==> src/rtl/adder_share_arbiter_if.sv <==
// Request/response bus of the shared-adder arbiter.
//   slave  : arbiter side (takes requests, produces responses)
//   master : requester/consumer side
//   REQ_VALID/REQ_READY : per-requester operand handshake (4 requesters)
//   REQ_X/REQ_Y         : packed operands, requester i at [26i+25:26i]
//   RSP_VALID/RSP_READY : response handshake
//   RSP_S/RSP_ID        : 27-bit sum and granted requester index
//   BUSY                : arbiter is not idle
interface adder_share_arbiter_if;
  localparam int unsigned NREQ = 4;
  localparam int unsigned W    = 26;
  localparam int unsigned IDW  = 2;

  logic [NREQ-1:0]   REQ_VALID;
  logic [NREQ*W-1:0] REQ_X;
  logic [NREQ*W-1:0] REQ_Y;
  logic [NREQ-1:0]   REQ_READY;
  logic              RSP_VALID;
  logic              RSP_READY;
  logic [W:0]        RSP_S;
  logic [IDW-1:0]    RSP_ID;
  logic              BUSY;

  modport slave (
    input  REQ_VALID, REQ_X, REQ_Y, RSP_READY,
    output REQ_READY, RSP_VALID, RSP_S, RSP_ID, BUSY
  );

  modport master (
    output REQ_VALID, REQ_X, REQ_Y, RSP_READY,
    input  REQ_READY, RSP_VALID, RSP_S, RSP_ID, BUSY
  );
endinterface

==> src/rtl/adder_share_arbiter.sv <==
// Four requesters share one 26-bit Brent-Kung adder through a round-robin
// arbiter. A granted operand pair is registered into the adder, the 27-bit
// sum is registered with the winner's ID and held until the consumer accepts.
//   CLK, RSTn : clock, asynchronous active-low reset
//   bus       : adder_share_arbiter_if.slave (request/response handshakes, BUSY)
// Build option: define ADDER_ARB_FIXED_PRIO_EN for fixed priority (lowest
// index wins, no last-grant pointer); default is round-robin.

// 26-bit Brent-Kung adder, carry-in 0, 27-bit sum.
module UBBKA_25_0_25_0 (
  input  logic [25:0] X,
  input  logic [25:0] Y,
  output logic [26:0] S
);
  localparam int PW = 32;  // prefix tree span, next power of two above 26

  always_comb begin : prefix
    logic [PW-1:0] gp;
    logic [PW-1:0] pp;
    logic [PW-1:0] p0;
    gp = '0;
    pp = '0;
    p0 = '0;
    gp[25:0] = X & Y;
    pp[25:0] = X ^ Y;
    p0       = pp;
    // Up-sweep: group (G,P) over power-of-two aligned spans.
    for (int d = 0; d < 5; d++) begin
      for (int i = (2 << d) - 1; i < PW; i += (2 << d)) begin
        gp[i] = gp[i] | (pp[i] & gp[i - (1 << d)]);
        pp[i] = pp[i] & pp[i - (1 << d)];
      end
    end
    // Down-sweep: fill in the remaining prefix carries.
    for (int d = 3; d >= 0; d--) begin
      for (int i = (2 << d) - 1 + (1 << d); i < PW; i += (2 << d)) begin
        gp[i] = gp[i] | (pp[i] & gp[i - (1 << d)]);
        pp[i] = pp[i] & pp[i - (1 << d)];
      end
    end
    // gp[i] is the carry out of bit i.
    S = {gp[25], p0[25:0] ^ {gp[24:0], 1'b0}};
  end
endmodule

module adder_share_arbiter (
  input  logic                   CLK,
  input  logic                   RSTn,
  adder_share_arbiter_if.slave   bus
);
  localparam int unsigned NREQ = 4;
  localparam int unsigned W    = 26;
  localparam int unsigned IDW  = 2;

  typedef enum logic [1:0] {
    IDLE = 2'd0,
    ADD  = 2'd1,
    RESP = 2'd2
  } state_t;

  state_t          r_state;
  logic [W-1:0]    r_x;
  logic [W-1:0]    r_y;
  logic [IDW-1:0]  r_id;
  logic            r_rsp_valid;
  logic [W:0]      r_rsp_s;
  logic [IDW-1:0]  r_rsp_id;
  logic            r_busy;
`ifndef ADDER_ARB_FIXED_PRIO_EN
  logic [IDW-1:0]  r_ptr;
  logic [IDW-1:0]  w_idx;
`endif

  logic            w_grant_en;
  logic            w_hs;
  logic [IDW-1:0]  w_id;
  logic [NREQ-1:0] w_grant;
  logic [W-1:0]    w_x;
  logic [W-1:0]    w_y;
  logic [W:0]      w_sum;

  // Grants are offered only when the operand register is free this cycle.
  assign w_grant_en = (r_state == IDLE) || ((r_state == RESP) && bus.RSP_READY);

  // Grant selection over currently valid requesters.
  always_comb begin
    w_hs    = 1'b0;
    w_id    = '0;
    w_grant = '0;
`ifdef ADDER_ARB_FIXED_PRIO_EN
    for (int k = NREQ - 1; k >= 0; k--) begin
      if (bus.REQ_VALID[k]) begin
        w_hs = 1'b1;
        w_id = IDW'(k);
      end
    end
`else
    w_idx = '0;
    // Search pointer+1 .. pointer+4; the last probe wraps back to the pointer.
    for (int k = 1; k <= int'(NREQ); k++) begin
      w_idx = IDW'(r_ptr + IDW'(k));
      if (!w_hs && bus.REQ_VALID[w_idx]) begin
        w_hs = 1'b1;
        w_id = w_idx;
      end
    end
`endif
    if (!w_grant_en) begin
      w_hs = 1'b0;
    end
    if (w_hs) begin
      w_grant = NREQ'(1) << w_id;
    end
  end

  // Operand mux for the selected requester.
  always_comb begin
    w_x = '0;
    w_y = '0;
    for (int k = 0; k < int'(NREQ); k++) begin
      if (w_id == IDW'(k)) begin
        w_x = bus.REQ_X[k*W +: W];
        w_y = bus.REQ_Y[k*W +: W];
      end
    end
  end

  UBBKA_25_0_25_0 u_add (
    .X (r_x),
    .Y (r_y),
    .S (w_sum)
  );

  // Control FSM with registered response path.
  always_ff @(posedge CLK or negedge RSTn) begin
    if (!RSTn) begin
      r_state     <= IDLE;
      r_x         <= '0;
      r_y         <= '0;
      r_id        <= '0;
      r_rsp_valid <= 1'b0;
      r_rsp_s     <= '0;
      r_rsp_id    <= '0;
      r_busy      <= 1'b0;
`ifndef ADDER_ARB_FIXED_PRIO_EN
      r_ptr       <= IDW'(NREQ - 1);
`endif
    end else begin
      // Accept path is shared by IDLE and RESP-with-release.
      if (w_hs) begin
        r_x     <= w_x;
        r_y     <= w_y;
        r_id    <= w_id;
        r_state <= ADD;
        r_busy  <= 1'b1;
`ifndef ADDER_ARB_FIXED_PRIO_EN
        r_ptr   <= w_id;
`endif
      end
      case (r_state)
        IDLE: begin
        end
        ADD: begin
          r_rsp_s     <= w_sum;
          r_rsp_id    <= r_id;
          r_rsp_valid <= 1'b1;
          r_state     <= RESP;
        end
        RESP: begin
          if (bus.RSP_READY) begin
            r_rsp_valid <= 1'b0;
            if (!w_hs) begin
              r_state <= IDLE;
              r_busy  <= 1'b0;
            end
          end
        end
        default: begin
          r_state <= IDLE;
          r_busy  <= 1'b0;
        end
      endcase
    end
  end

  assign bus.REQ_READY = w_grant;
  assign bus.RSP_VALID = r_rsp_valid;
  assign bus.RSP_S     = r_rsp_s;
  assign bus.RSP_ID    = r_rsp_id;
  assign bus.BUSY      = r_busy;
endmodule

==> src/flat_wrapper.sv <==
// flat-port wrapper written by rule: the top's interface ports become plain ports
module adder_share_arbiter_flat 
  (CLK, RSTn, bus_REQ_VALID, bus_REQ_X, bus_REQ_Y, bus_RSP_READY, bus_REQ_READY, bus_RSP_VALID, bus_RSP_S, bus_RSP_ID, bus_BUSY);
  adder_share_arbiter_if bus_i ();
  input  logic CLK;
  input  logic RSTn;
  input wire logic [$bits(bus_i.REQ_VALID)-1:0] bus_REQ_VALID;
  input wire logic [$bits(bus_i.REQ_X)-1:0] bus_REQ_X;
  input wire logic [$bits(bus_i.REQ_Y)-1:0] bus_REQ_Y;
  input wire logic [$bits(bus_i.RSP_READY)-1:0] bus_RSP_READY;
  output wire logic [$bits(bus_i.REQ_READY)-1:0] bus_REQ_READY;
  output wire logic [$bits(bus_i.RSP_VALID)-1:0] bus_RSP_VALID;
  output wire logic [$bits(bus_i.RSP_S)-1:0] bus_RSP_S;
  output wire logic [$bits(bus_i.RSP_ID)-1:0] bus_RSP_ID;
  output wire logic [$bits(bus_i.BUSY)-1:0] bus_BUSY;
  assign bus_i.REQ_VALID = bus_REQ_VALID;
  assign bus_i.REQ_X = bus_REQ_X;
  assign bus_i.REQ_Y = bus_REQ_Y;
  assign bus_i.RSP_READY = bus_RSP_READY;
  assign bus_REQ_READY = bus_i.REQ_READY;
  assign bus_RSP_VALID = bus_i.RSP_VALID;
  assign bus_RSP_S = bus_i.RSP_S;
  assign bus_RSP_ID = bus_i.RSP_ID;
  assign bus_BUSY = bus_i.BUSY;
  adder_share_arbiter u_core (.CLK(CLK), .RSTn(RSTn), .bus(bus_i));
endmodule
==> config.mk <==
export PLATFORM = sky130hd
export DESIGN_NAME = adder_share_arbiter_flat
export DESIGN_NICKNAME = d
export VERILOG_FILES = /design/src/rtl/adder_share_arbiter_if.sv /design/src/rtl/adder_share_arbiter.sv /design/src/flat_wrapper.sv
export SDC_FILE = /design/constraint.sdc
export NUM_CORES = 1
export LEC_CHECK = 0
export BUFFER_PORTS_ARGS = -buffer_cell sky130_fd_sc_hd__buf_2
export CAP_MARGIN = 20
export CORE_MARGIN = 2
export CORE_UTILIZATION = 30
export CTS_BUF_LIST = sky130_fd_sc_hd__clkbuf_2 sky130_fd_sc_hd__clkbuf_4 sky130_fd_sc_hd__clkbuf_8
export CTS_CLUSTER_SIZE = 10
export DETAILED_ROUTE_END_ITERATION = 12
export MAX_ROUTING_LAYER = met4
export SYNTH_ARGS = -nofsm -noshare
export SYNTH_HDL_FRONTEND = slang
export SYNTH_SLANG_ARGS = --single-unit
==> constraint.sdc <==
create_clock -name CLK -period 4.7 [get_ports CLK]
set_input_delay 1.175 -clock CLK [delete_from_list [all_inputs] [get_ports CLK]]
set_output_delay 1.175 -clock CLK [all_outputs]
set_load 0.02 [all_outputs]
Word-level counts from Yosys, hierarchy flattened
Index checks and enable logic that the tools add are counted.
{ "totals": {"elab_cells": 182, "inputBits": 215, "register_bits": 89} }
{ "classes": {"n_lt_le_gt_ge": 4, "n_addsub": 3, "n_mux": 36, "n_reduce_logical": 13, "shift": 1, "eq_ne": 6, "n_bitwise": 110} }
{ "op_table": {"columns": ["operator", "count"], "rows": [
  ["$mux W26", 8],
  ["$and A1 B1 Y1", 63],
  ["$xor A26 B26 Y26", 2],
  ["$or A1 B1 Y1", 44],
  ["$and A26 B26 Y26", 1],
  ["$mux W2", 7],
  ["$mux W1", 13],
  ["$lt A2 B3 Y1 const B", 4],
  ["$bmux W1 S2", 4],
  ["$eq A2 B2 Y1 const B", 3],
  ["$pmux W2 S3", 1],
  ["$add A2 B2 Y2 const B", 2],
  ["$eq A2 B1 Y1 const B", 2],
  ["$logic_and A1 B1 Y1", 4],
  ["$logic_not A2 Y1", 2],
  ["$mux W4", 1],
  ["$pmux W1 S2", 2],
  ["$shl A1 B2 Y4 const A", 1],
  ["$logic_not A1 Y1", 3],
  ["$add A2 B1 Y2 const B", 1],
  ["$ne A2 B2 Y1 const B", 1],
  ["$reduce_and A2 Y1", 1],
  ["$reduce_bool A2 Y1", 1],
  ["$reduce_or A2 Y1", 1],
  ["$logic_or A1 B1 Y1", 1]
]} }

Depth between registers and ports, before layout
{ "depth": {"ltp_word": 18, "mapped_depth": 11, "ltp_nobuf": 11} }

Hierarchy
A second synthesis with hierarchy kept.
{ "unflattened": {"hier_cells": 614, "hier_area_um2": 5988.2} }
{ "by_module_without_submodules": {"columns": ["module", "seq_area_each_um2", "area_per_inst_um2", "cells_per_inst", "instances"], "rows": [
  ["adder_share_arbiter", 2229.6, 4842.1, 487, 1],
  ["UBBKA_25_0_25_0", 0.0, 1146.1, 127, 1]
]} }

Worst setup path after synthesis
Ideal clock, no wire load.
{ "synth_path": {"path_type": "input to output", "from": "input port bus_REQ_VALID[3]", "to": "output port bus_REQ_READY[0]", "setup_slack_ns": 1.097, "path_stages": 4, "t_arrival_ns": 2.428, "n_path_buf": 1, "cell_sequence": "nor2_1 a221oi_2 buf_2 nor3b_1"} }
{ "synth_between": {"elab_chain_len": 14, "elab_cells_between_ends": 25} }
{ "synth_lines": {"columns": ["element", "line", "rtl"], "rows": [
  ["from (decl)", "flat_wrapper.sv:7", "input wire logic [$bits(bus_i.REQ_VALID)-1:0] bus_REQ_VALID;"],
  ["$bmux W1 S2", "adder_share_arbiter.sv:102", "if (!w_hs && bus.REQ_VALID[w_idx]) begin"],
  ["$mux W1 (not written as such)", "adder_share_arbiter.sv:102", null],
  ["$mux W1", "adder_share_arbiter.sv:102", null],
  ["$logic_not A1 Y1", "adder_share_arbiter.sv:102", null],
  ["$logic_and A1 B1 Y1", "adder_share_arbiter.sv:102", null],
  ["$mux W1", "adder_share_arbiter.sv:102", null],
  ["$logic_not A1 Y1", "adder_share_arbiter.sv:102", null],
  ["$logic_and A1 B1 Y1", "adder_share_arbiter.sv:102", null],
  ["$mux W1", "adder_share_arbiter.sv:102", null],
  ["$logic_not A1 Y1", "adder_share_arbiter.sv:102", null],
  ["$logic_and A1 B1 Y1", "adder_share_arbiter.sv:102", null],
  ["$mux W2 or $mux W1 (tied branches)", "adder_share_arbiter.sv:102", null],
  ["$shl A1 B2 Y4 or $mux W1 (tied branches)", "adder_share_arbiter.sv:112, adder_share_arbiter.sv:108", null],
  ["$mux W4 (*)", "adder_share_arbiter.sv:111", "if (w_hs) begin"],
  ["to (decl)", "flat_wrapper.sv:11", "output wire logic [$bits(bus_i.REQ_READY)-1:0] bus_REQ_READY;"]
]} }
Every way passes the cells marked *; elsewhere a longest branch is shown, timed or not. The select of a mux whose other input is x is not followed.

Worst setup path after layout
{ "layout_path": {"from": "input port bus_REQ_VALID[2]", "to": "output port bus_REQ_READY[1]"} }
The elaborated chain is that of the path after synthesis.

==> impl_metrics.toml <==
[run_status]
status = "complete, no violations"

[setup_path]
r2r_cells = 10
worst-setup-path-type = "input pin to output pin"
crit_arrival_ps = 2730
startpoint_type = "input pin"
required_ps = 3520
crit_path_max_fanout = 26
cp-end-kind = "output pin"

[power_and_ir_drop]
p_per_area_mw_per_mm2 = 689
p_leak_nw = 4.05
finalPower_mw = 5.37
ir_drop_mv = 0.202

[synthesis]
syn_area_per_cell_um2 = 11.5
synth_fp_nets = 782
yosys-top-cells-area = "dfrtp_1, mux2i_1, mux2_2"
synth-edff-count = 0
yosys_most_used_dff = "dfrtp_1"
yosysTopAreaCell = "dfrtp_1"
ys_top_cells_by_count = "mux2i_1, dfrtp_1, mux2_2"
synth_area_mm2 = 0.00610
yosysWarnings = 0
synth_seq_cells = 89
async_reset_ff_frac = 1.00
synth_most_common_cell = "mux2i_1"
synth.distinct_cells = 40
yosysSeqAreaShare = 0.366
yosys.area.top_type_share = 0.357
syn_inst = 529

[clocking]
root_buffer = "clkbuf_8"
cts_resized = 0
htree_levels = 3
post-cts-setup-buffers = 0
clkLatencyLatePin_ps = 380
clk_path_buf_depth = 2
holdBufCountCts = 0
clk_pin_slew_ps = 80
cts_tree = "built"
cts_buffers = 9
cts_sinks = 89

[sta]
min_period_ps = 3910
max_freq_ghz = 0.256
hold-worst-slack_ps = 484
finalSetupViolCount = 0
rsz0062_at_grt = "no"
setup_tns_ps = 0
period_share = 0.832
clock_skew_ps = 10.7
slew-limit-headroom = 0.267
final-max-slew-violation-count = 0
fin_ws_ps = 791
final_hold_viol_count = 0
worst_pin_slew_ps = 1100

[route]
viasPerCell = 4.56
routedWlPerCell_um = 14.9
wl_um = 15500
ant_nets = 0
drtIter0Drc = 219
routed-via-count = 4749
drcViolationCount = 0
firstDrtPassIters = 5

[die]
dieArea_mm2 = 0.0215
num_rows = 52
die_x_um = 147
io_pins = 250
initial_core_util = 0.303
die_h_um = 147
coreArea_mm2 = 0.0201

[grt]
grt_usage = 0.152
grt_pass1_wl_um = 25100
grt_max_degree = 71
grt_pass1_vias = 4814
antenna_found_initial = 0
overflow = 0

[layout]
fillers = 1991
final_util = 0.388
syn_to_final_growth_pct = 27.9
drive_gt1_frac = 0.433
diodes = 0
nets = 1019

[job]
drv_cap = 0

[place]
hpwlAfterDp_um = 11900
pre_cts_ws_ps = 773
port_buffers = 249
gp_congestion = 0.758

[min_path]
min_path_type = "register to register"
whs_path_depth = 2
[registers in the layout, indices dropped and copies added (netlist names)]
| signal | flops |
|---|---|
| u_core.r_y | 26 |
| u_core.r_id | 2 |
| u_core.bus.BUSY | 1 |
| u_core.r_ptr | 2 |
| u_core.bus.RSP_ID | 2 |
| u_core.bus.RSP_VALID | 1 |
| u_core.r_state | 2 |
| u_core.r_x | 26 |
| u_core.bus.RSP_S | 27 |
[final timing paths]
check,from,slack (ps),to
min,u_core.bus.RSP_S[23],480,u_core.bus.RSP_S[23]
max in group asynchronous,RSTn,2880,u_core.r_x[15]
max reg2reg,u_core.r_y[0],1160,u_core.bus.RSP_S[18]
min reg2reg,u_core.bus.RSP_S[23],480,u_core.bus.RSP_S[23]
max,bus_REQ_VALID[2],790,bus_REQ_READY[1]
min in group asynchronous,RSTn,860,u_core.bus.RSP_S[5]
[final cells by class]
class | instances | area, µm² | area share
multi-input cells | 387 | 3620 | 0.464
clock inverters | 2 | 10.0 | 0.00128
well taps | 270 | 338 | 0.0433
repair buffers | 256 | 1330 | 0.170
flip-flops and latches | 89 | 2230 | 0.286
clock buffers | 14 | 186 | 0.0239
inverters | 23 | 86.3 | 0.0111
[cells by family (layout without fill, tap and decap cells)]
group           after synthesis  count (layout)  synth area share
xor+xnor                     12              12            0.0172
compound gates               66              66            0.0675
mux                         220             220             0.374
buf+inv                      53             295            0.0464
simple gates                 51              51            0.0349
flops                        89              89             0.366
fa+ha+maj                    38              38            0.0940
[cells in the final DEF (no fill, tap or decap), types with 4 or more instances in the layout]
master	instances
buf_4	6
dfrtp_1	87
o21a_1	4
xor2_1	6
a21oi_1	13
clkbuf_8	13
o21ai_0	14
o21ai_1	13
mux2_1	9
mux2i_1	157
mux2_2	54
inv_1	22
a21o_1	6
ha_1	25
xnor2_1	6
nand2_1	35
nor2_1	10
fa_1	13
buf_2	248
[critical path, cell delays in order]
cell	delay (ps)
buf_2	110
inv_1	70
nand2_1	100
o221ai_4	840
and3b_1	270
buf_2	160
[metrics by stage]
stage               std cells  area [µm²]
global route             1041        7800
floorplan                 529        6100
finish                   1041        7800
CTS                      1040        7780
global placement         1024        7580
detailed placement       1024        7580
[layer usage]
metal | wire, µm | share of wire | GRT usage | up-vias
li1 | - | - | - | 2368
met3 | 547 | 0.035 | 0.0172 | 16
met1 | 7390 | 0.48 | 0.199 | 2236
met2 | 7290 | 0.47 | 0.244 | 129
met4 | 269 | 0.017 | 0.0558 | 0
met5 | 0 | 0 | - | -
[where the power goes]
group / switching [mW] / leakage [nW] / internal [mW]
clock network: 0.281 / 0.106 / 0.255
registers: 0.296 / 1.05 / 1.19
logic: 1.77 / 2.90 / 1.58
total: 2.35 / 4.05 / 3.02
(Power assumes the default switching activity.)
